--- config.mk ---
export PLATFORM = sky130hd
export DESIGN_NAME = bcast_unit
export DESIGN_NICKNAME = d
export VERILOG_FILES = /design/src/rtl/bcast_unit.sv
export SDC_FILE = /design/constraint.sdc
export NUM_CORES = 1
export LEC_CHECK = 0
export ABC_AREA = 1
export CORE_MARGIN = 2
export CORE_UTILIZATION = 44
export CTS_CLUSTER_DIAMETER = 50
export CTS_CLUSTER_SIZE = 16
export DETAILED_ROUTE_END_ITERATION = 8
export PLACE_DENSITY = 0.95
export SYNTH_ARGS = -nofsm -noshare
export SYNTH_HDL_FRONTEND = slang
export SYNTH_SLANG_ARGS = --single-unit
--- constraint.sdc ---
create_clock -name clk -period 2.75 [get_ports clk]
set_input_delay 0.275 -clock clk [delete_from_list [all_inputs] [get_ports clk]]
set_output_delay 0.275 -clock clk [all_outputs]
set_load 0.02 [all_outputs]
--- src/rtl/bcast_unit.sv ---
// Replicates one 82-bit payload to every port set in a destination mask, lowest index first.
// Optional feature: define BCAST_STATS_EN to add the 16-bit copy_count handshake counter port.
module bcast_unit #(
  parameter int NPORTS = 6
) (
  input  logic              clk,
  input  logic              rst,
  input  logic [81:0]       in_packet,
  input  logic [NPORTS-1:0] in_mask,
  input  logic              in_valid,
  output logic              in_ready,
  output logic [84:0]       out_packet,
  output logic              out_valid,
  input  logic              out_ready,
  output logic              busy
`ifdef BCAST_STATS_EN
  ,
  output logic [15:0]       copy_count
`endif
);

  typedef enum logic [0:0] {
    IDLE = 1'b0,
    EMIT = 1'b1
  } state_t;

  localparam logic [NPORTS-1:0] MASK_ONE  = NPORTS'(1);
  localparam logic [NPORTS-1:0] MASK_ZERO = {NPORTS{1'b0}};

  state_t            state_r;
  logic [NPORTS-1:0] mask_r;
  logic [84:0]       out_packet_r;
  logic              out_valid_r;
  logic              busy_r;
  logic              idle_r;
  logic [NPORTS-1:0] next_mask_s;

  function automatic logic [2:0] lowest_idx(input logic [NPORTS-1:0] m);
    lowest_idx = 3'd0;
    for (int i = NPORTS - 1; i >= 0; i--) begin
      if (m[i]) begin
        lowest_idx = 3'(i);
      end
    end
  endfunction

  // Clearing the lowest set bit yields the mask that remains after the current copy.
  assign next_mask_s = mask_r & (mask_r - MASK_ONE);

  // Gating with rst keeps in_ready low during reset yet high on the very first edge after release.
  assign in_ready   = idle_r & rst;
  assign out_packet = out_packet_r;
  assign out_valid  = out_valid_r;
  assign busy       = busy_r;

  // Replication FSM; all outputs are registered alongside the state.
  always_ff @(posedge clk or negedge rst) begin
    if (!rst) begin
      state_r      <= IDLE;
      mask_r       <= MASK_ZERO;
      out_packet_r <= 85'd0;
      out_valid_r  <= 1'b0;
      busy_r       <= 1'b0;
      idle_r       <= 1'b1;
    end else begin
      case (state_r)
        IDLE: begin
          // A zero mask still completes the handshake but is simply dropped.
          if (in_valid && (in_mask != MASK_ZERO)) begin
            mask_r       <= in_mask;
            out_packet_r <= {lowest_idx(in_mask), in_packet};
            out_valid_r  <= 1'b1;
            busy_r       <= 1'b1;
            idle_r       <= 1'b0;
            state_r      <= EMIT;
          end else begin
            state_r <= IDLE;
          end
        end
        EMIT: begin
          if (out_ready) begin
            mask_r <= next_mask_s;
            if (next_mask_s == MASK_ZERO) begin
              out_valid_r <= 1'b0;
              busy_r      <= 1'b0;
              idle_r      <= 1'b1;
              state_r     <= IDLE;
            end else begin
              out_packet_r[84:82] <= lowest_idx(next_mask_s);
            end
          end else begin
            state_r <= EMIT;
          end
        end
        default: begin
          state_r     <= IDLE;
          mask_r      <= MASK_ZERO;
          out_valid_r <= 1'b0;
          busy_r      <= 1'b0;
          idle_r      <= 1'b1;
        end
      endcase
    end
  end

`ifdef BCAST_STATS_EN
  logic [15:0] copy_count_r;

  assign copy_count = copy_count_r;

  // Counts every completed output handshake; wraps naturally at 16 bits.
  always_ff @(posedge clk or negedge rst) begin
    if (!rst) begin
      copy_count_r <= 16'd0;
    end else if (out_valid_r && out_ready) begin
      copy_count_r <= copy_count_r + 16'd1;
    end else begin
      copy_count_r <= copy_count_r;
    end
  end
`endif

endmodule

Word-level counts from Yosys, hierarchy flattened --
Cells that the tools add are included.
Word-level totals: word-level logic and storage cells 52, bits of input ports 92, register bits after elaboration 94
Operators by class: mux-type cells 31, equality and inequality tests 4, $add $sub $neg 1, bitwise logic cells 3, reduce and logical (&&, ||, !) cells 7
Operator list (count):
- 85-bit 2-to-1 mux | 1
- 3-bit 2-to-1 mux | 14
- 6-bit 2-to-1 mux | 2
- 6-bit one-hot mux with 2 select lines | 1
- 1-bit 2-to-1 mux | 9
- 6-bit bitwise AND | 1
- 6-bit zero test | 1
- 2-bit != test, second input constant | 3
- 1-bit one-hot mux with 2 select lines | 3
- 3-bit one-hot mux with 2 select lines | 1
- 3-bit AND reduction | 2
- 6-bit nonzero test | 1
- 6-bit by 1-bit subtractor with 6-bit output, second input constant | 1
- 2-bit AND reduction | 2
- 2-bit by 1-bit != test with 1-bit output, second input constant | 1
- 1-bit bitwise AND | 1
- 1-bit logical AND | 1
- 1-bit inverter | 1

Longest topological paths before layout --
Gate-level depths: netlist of run 1.
depth after elaboration 11, depth in mapped cells 9, depth with buffers taken out 9

Worst setup path before layout of run 1 --
Ideal clock, no wire load.
path type reg-to-reg, start register state_r, end register out_packet_r[0] (netlist: out_packet[0]), data required time 2634 ps, arrival time 1117 ps, setup slack 1516 ps, path buffers 3, cell stages (with the launch flop) 8, cell sequence dfrtp_1 buf_4 nor2_4 nand2_4 buf_6 buf_2 nand2_1 nand2_1
On the way: longest elaborated chain between the ends 2
RTL lines:
- from (decl) | line 30 | state_t state_r;
- from (signal assigned) | line 59 | state_r <= IDLE;
- from (signal assigned) | line 75 | state_r <= EMIT;
- from (signal assigned) | line 77 | state_r <= IDLE;
- 1-bit inverter (no line)
- 2-bit AND reduction (no line)
- to (signal assigned) | line 71 | out_packet_r <= {lowest_idx(in_mask), in_packet};
- to (decl) | line 32 | logic [84:0] out_packet_r;
No other way between the ends. A chain may end at the register's enable or synchronous reset.

Worst setup path in the final report of run 1 --
start register state_r, end register out_packet_r[38] (netlist: out_packet[38])
Same word-level chain as after synthesis.

==> flow_summary.toml, run 1 <==
[clock_tree]
ctsHoldBuffers = 0
worst_skew_pair.late_latency_ns = 0.34
clkTransAtPathRegs_ns = 0.09
cts_tree = "built"
numCtsBuffers = 9
clkSinkCount = 94
htreeDepth = 3
max-clock-path-buffers = 2
ctsRootBufferMaster = "clkbuf_8"
post_cts_resized = 0
cts_setup_buffers = 0

[grt]
gr-usage-all-layers = 0.212
grt_pass1_vias = 3603
overflow = 0
grt_max_degree = 53
antenna_found_initial = 0
grt_pass1_wl_um = 16400

[timing]
hold_slack_ns = 0.0241
finalHoldViolations = 0
max_freq_mhz = 490
fin_tns_setup_ns = 0
max-slew-margin-rel = 0.602
clock_skew_ns = 0.0111
slew_viol_final = 0
finalSetupViolCount = 0
rsz0062_at_grt = "no"
min_period_over_period = 0.742
tightest_slew_ns = 0.596
period_needed_ns = 2.04

[floorplanning]
dieArea_mm2 = 0.00951
die_h_um = 97.5
fp.dieW_um = 97.5
ioPinCount = 180
fp.coreArea_mm2 = 0.00859
initial_core_util = 0.448
num_rows = 34

[critical_path]
endpoint_kind = "flop"
critPathKind = "flop to flop"
critPathSlowestCell = "dfrtp_1"
cp.arrival_ns = 2.31
slowest_delay_ns = 0.53
cpMostUsedCell = "nand2_1"
cp_cell_sequence = "nor2_4 > nand2_4 > inv_2 > buf_4 > nand2_1 > nand2_1"
worstPathMaxFanout = 47
required_ns = 3.02
cp-start-kind = "flop"

[yosys]
ys_seq_area_frac = 0.611
yosysWarnings = 0
avgSynthCellArea_um2 = 8.50
yosysUniqueCellTypes = 25
synth-seq-cells = 94
synth_area_mm2 = 0.00385
syn_inst = 453
postSynthNetCount = 545

[detailed_routing]
drt_iter0_markers = 144
ant_nets = 0
wl_per_cell_um = 13.7
via_count = 3550
wl_um = 10100
vias_per_cell = 4.81
drt_first_pass_iters = 6
drcViolationCount = 0

[outcome]
status = "complete, no violations"

[placement]
dp_hpwl_um = 7520
portBuffers = 179
routabilityCongestion = 0.854
placed_cells = 724

[power]
powerDensity_mw_per_mm2 = 1120
power.leakage_nw = 2.92
ir_worst_vdd_uv = 647
power_mw = 6.57

[final_layout]
syn2layout_area_growth_pct = 52.5
drive_gt1_frac = 0.0460
finalNetCount = 719
insertedDiodeCount = 0
fin_cells = 738
utilization = 0.683

[flow_run]
drv_cap = 0

[worst_hold_path]
hp-class = "input port to asynchronous set/reset pin"
==> Yosys cell counts, drive strengths merged <==
master   number  area [µm²]
dfrtp        93        2330
o211ai        1        7.51
o21ai         5        28.8
o2111ai       1        8.76
a31oi         4        25.0
a21oi         2        10.0
buf          18         130
inv          16        60.1
nand4         1        6.26
clkbuf        3        11.3
nand3        14        80.1
o22ai         1        6.26
dfstp         1        26.3
nor2         15        68.8
nand2       278        1050
==> cells in the final DEF (no fill, tap or decap), types with 2 or more instances in the layout <==
| cell | Yosys | layout |
|---|---|---|
| nand2_1 | 276 | 276 |
| clkdlybuf4s50_1 | 0 | 178 |
| dfrtp_1 | 93 | 93 |
| inv_1 | 15 | 15 |
| nor2_1 | 12 | 12 |
| nand3_1 | 12 | 12 |
| clkbuf_8 | 0 | 9 |
| buf_4 | 11 | 6 |
| a31oi_1 | 4 | 4 |
| o21ai_0 | 3 | 3 |
| nor2_2 | 2 | 2 |
| nand3_2 | 2 | 2 |
| a21oi_1 | 2 | 2 |
| bufinv_16 | 0 | 2 |
==> report_power, final <==
part	internal [mW]	total, mW	switching (mW)
Clock	0.503	0.945	0.442
Combinational	1.50	3.21	1.72
Sequential	2.02	2.41	0.392
==> sequential cells by signal, indices dropped and copies added, names as in the netlist <==
| signal | count |
|---|---|
| idle_r | 1 |
| state_r | 1 |
| busy | 1 |
| out_packet | 85 |
| mask_r | 6 |
==> routing by layer <==
| layer | vias to the layer above | GRT usage | routed length, µm |
|---|---|---|---|
| li1 | 1722 | - | - |
| met1 | 1667 | 0.249 | 4120 |
| met2 | 131 | 0.366 | 5100 |
| met3 | 30 | 0.0547 | 584 |
| met4 | 0 | 0.0908 | 286 |
| met5 | - | 0 | 0 |
==> worst max-delay path, delay by kind of cell (launching register included) <==
| kind | cells | cell delay (ns) |
|---|---|---|
| buffers and inverters | 2 | 0.93 |
| AND/OR/NAND/NOR | 4 | 0.46 |
| flip-flops | 1 | 0.53 |
==> worst paths after layout <==
path	slack, ns	startpoint	cells past startpoint	endpoint
setup / recovery	0.71	state_r	6	out_packet[38]
min in group clk	0.46	in_packet[50]	3	out_packet[50]
setup reg to reg	0.71	state_r	6	out_packet[38]
hold reg to reg	0.48	out_packet[29]	2	out_packet[29]
hold / removal	0.02	rst	2	out_packet[49]
max in group asynchronous	1.69	rst	3	mask_r[3]
==> cell families after synthesis <==
family	count (synthesis)	share of synthesized area
AO/OA/AOI/OAI	14	0.0224
AND/OR/NAND/NOR	308	0.314
flip-flops	94	0.611
buffers and inverters	37	0.0523
==> through the flow <==
| stage | setup WS, ns | area, µm² |
|---|---|---|
| 2_1_floorplan | 1.52 | 3850 |
| 3_3_place_gp | 0.503 | 5670 |
| 3_5_place_dp | 0.458 | 5670 |
| 4_1_cts | 0.705 | 5870 |
| 5_1_grt | 0.538 | 5870 |
| 6_report | 0.710 | 5870 |
==> area by class of cell <==
class / instances / area (µm²)
multi-input cells: 322 / 1290
fillers: 672 / 2720
inverters: 16 / 60.1
clock buffers: 10 / 128
flip-flops and latches: 94 / 2350
repair buffers: 184 / 1830
clock inverters: 4 / 73.8
well taps: 108 / 135
Power figures use the tool's default switching activity.
==> run 2, diff against run 1 <==
CORE_UTILIZATION = 37   (was 44)
PLACE_DENSITY = 0.87   (was 0.95)
clock period = 1.8 ns   (was 2.75 ns; I/O delays follow)
==> run 2 against run 1 <==
  * Worst hold slack gained 0.12 ns
  * Core utilization decreased by 9.9 points
  * Count of clock-buffer cells in the layout is the same
  * Critical path depth fell by 5
  * Clock skew decreased by 0.0049 ns
  * Non-clock buffer count is 1 lower
  * Final cell count up 3.9%
  * Setup slack lost 0.46 ns
==> flow_summary.toml, run 2 (synthesis gave the netlist of run 1 again) <==
[grt]
gr-usage-all-layers = 0.184
overflow = 0
grt_max_degree = 95
grt_pass1_wl_um = 16600
grt_pass1_vias = 3578
antenna_found_initial = 0

[clock_tree]
numCtsBuffers = 9
clkSinkCount = 94
worst_skew_pair.late_latency_ns = 0.35
cts_tree = "built"
clkTransAtPathRegs_ns = 0.09
ctsRootBufferMaster = "clkbuf_8"
htreeDepth = 3
max-clock-path-buffers = 2
cts_setup_buffers = 0

[critical_path]
slowest_delay_ns = 0.63
reg2reg_slack_ns = 0.26
cp.arrival_ns = 1.37
cp-start-kind = "flop"
worstPathMaxFanout = 3
endpoint_kind = "output pin"
required_ns = 1.62
cp-endpoint = "out_valid"
critPathKind = "flop to output pin"
cp_num_cells = 1
regToRegEndpoint = "out_packet[56]"
crit_start = "busy"
critPathBufInv = 1
cp_top_family = "buffers and inverters"
ff2ff_path_depth = 6
critPathSlowestCell = "clkdlybuf4s50_1"
r2r-start = "state_r"
cp_cell_sequence = "clkdlybuf4s50_1"

[timing]
max-slew-margin-rel = 0.230
clock_skew_ns = 0.00616
rsz0062_at_grt = "no"
period_needed_ns = 1.55
tightest_slew_ns = 1.15
max_freq_mhz = 647
fin_tns_setup_ns = 0
setup_ws_ns = 0.254
slew_viol_final = 0
hold_slack_ns = 0.143
finalSetupViolCount = 0
finalHoldViolations = 0
min_period_over_period = 0.859

[floorplanning]
fp.coreArea_mm2 = 0.0102
die_h_um = 106
dieArea_mm2 = 0.0112
initial_core_util = 0.376
ioPinCount = 180
num_rows = 37
fp.dieW_um = 106

[final_layout]
insertedDiodeCount = 0
largest_reg_flops = 85
seq_area_mm2 = 0.00235
nFillCells = 869
syn2layout_area_growth_pct = 55.4
multi_input_area_mm2 = 0.00130
drive_gt1_frac = 0.0475
final_cell_mix = "nand2_1, clkdlybuf4s50_1, dfrtp_1"
mostFrequentLayoutCell = "nand2_1"
finalNetCount = 718
utilization = 0.585
design_area_mm2 = 0.00598

[power]
ir_worst_vdd_uv = 829
power.leakage_nw = 2.95
powerDensity_mw_per_mm2 = 1720
switchingPower_mw = 3.96
swShare = 0.385
p_clk_frac = 0.160
pwr-share-comb = 0.482
intPower_mw = 6.32
pwr-share-seq = 0.358

[detailed_routing]
wl_per_cell_um = 13.1
vias_per_cell = 4.62
drcViolationCount = 0
ant_nets = 0
via_count = 3542
drt_first_pass_iters = 4
drt_iter0_markers = 208
wl_um = 10100

[worst_hold_path]
hp-class = "input port to asynchronous set/reset pin"

[placement]
routabilityCongestion = 0.853
post_dp_cell_area_mm2 = 0.00574
place_ws_ns = 0.0996
dp_hpwl_um = 7300
portBuffers = 179

[flow_run]
drv_cap = 0

[outcome]
status = "complete, no violations"
-- run 2: changes by cell type in the layout (fill, tap and decap cells not counted), sizes merged --
| cell | before | now |
|---|---|---|
| buf | 6 | 5 |
| bufinv | 2 | 3 |
| clkdlybuf4s50 | 178 | 177 |
| clkinv | 2 | 1 |
| clkinvlp | 0 | 2 |
| dlymetal6s2s | 0 | 1 |
-- run 2: worst min-delay path by stage --
stage | from | end | slack, ns | cells after the start
4_1_cts | rst | out_packet[83] | 0.19 | 2
3_5_place_dp | out_packet[7] | out_packet[7] | 0.46 | 2
5_1_grt | rst | out_packet[13] | 0.27 | 2
6_report | rst | out_packet[32] | 0.14 | 2
2_1_floorplan | rst | busy | -0.12 | 0
3_3_place_gp | out_packet[35] | out_packet[35] | 0.46 | 2
-- run 2: repair_timing --
| action | CTS | global route |
|---|---|---|
| gates resized for setup | 0 | 2 |
| endpoints found under the setup margin | 0 | 4 |
| hold buffers | 0 | 0 |
-- run 2: stage by stage --
step | power [mW] | cells
6_report | 10.3 | 767
5_1_grt | 10.9 | 767
4_1_cts | 10.4 | 767
3_5_place_dp | 8.68 | 751
3_3_place_gp | 8.50 | 751
2_1_floorplan | 6.16 | 453
-- run 2: layout make-up --
type | instances | area share
tap | 136 | 0.0284
clock buffer | 10 | 0.0213
clock inverter | 6 | 0.0184
timing repair buffer | 183 | 0.311
inverter | 16 | 0.0100
sequential | 94 | 0.393
multi-input combinational | 322 | 0.218
-- run 2: power by group through the flow --
stage          logic, mW  registers [mW]  clock network [mW]
2_1_floorplan       1.41            4.75                   0
3_3_place_gp        4.83            3.67                   0
3_5_place_dp        4.98            3.69                   0
4_1_cts             4.99            3.68                1.69
5_1_grt             5.34            3.81                1.78
6_report            4.95            3.68                1.64
-- run 2: metal layers --
layer | routed length [µm] | GRT usage
met5 | 0 | 0
met2 | 5040 | 0.312
met1 | 4240 | 0.224
met3 | 567 | 0.0454
met4 | 219 | 0.0789
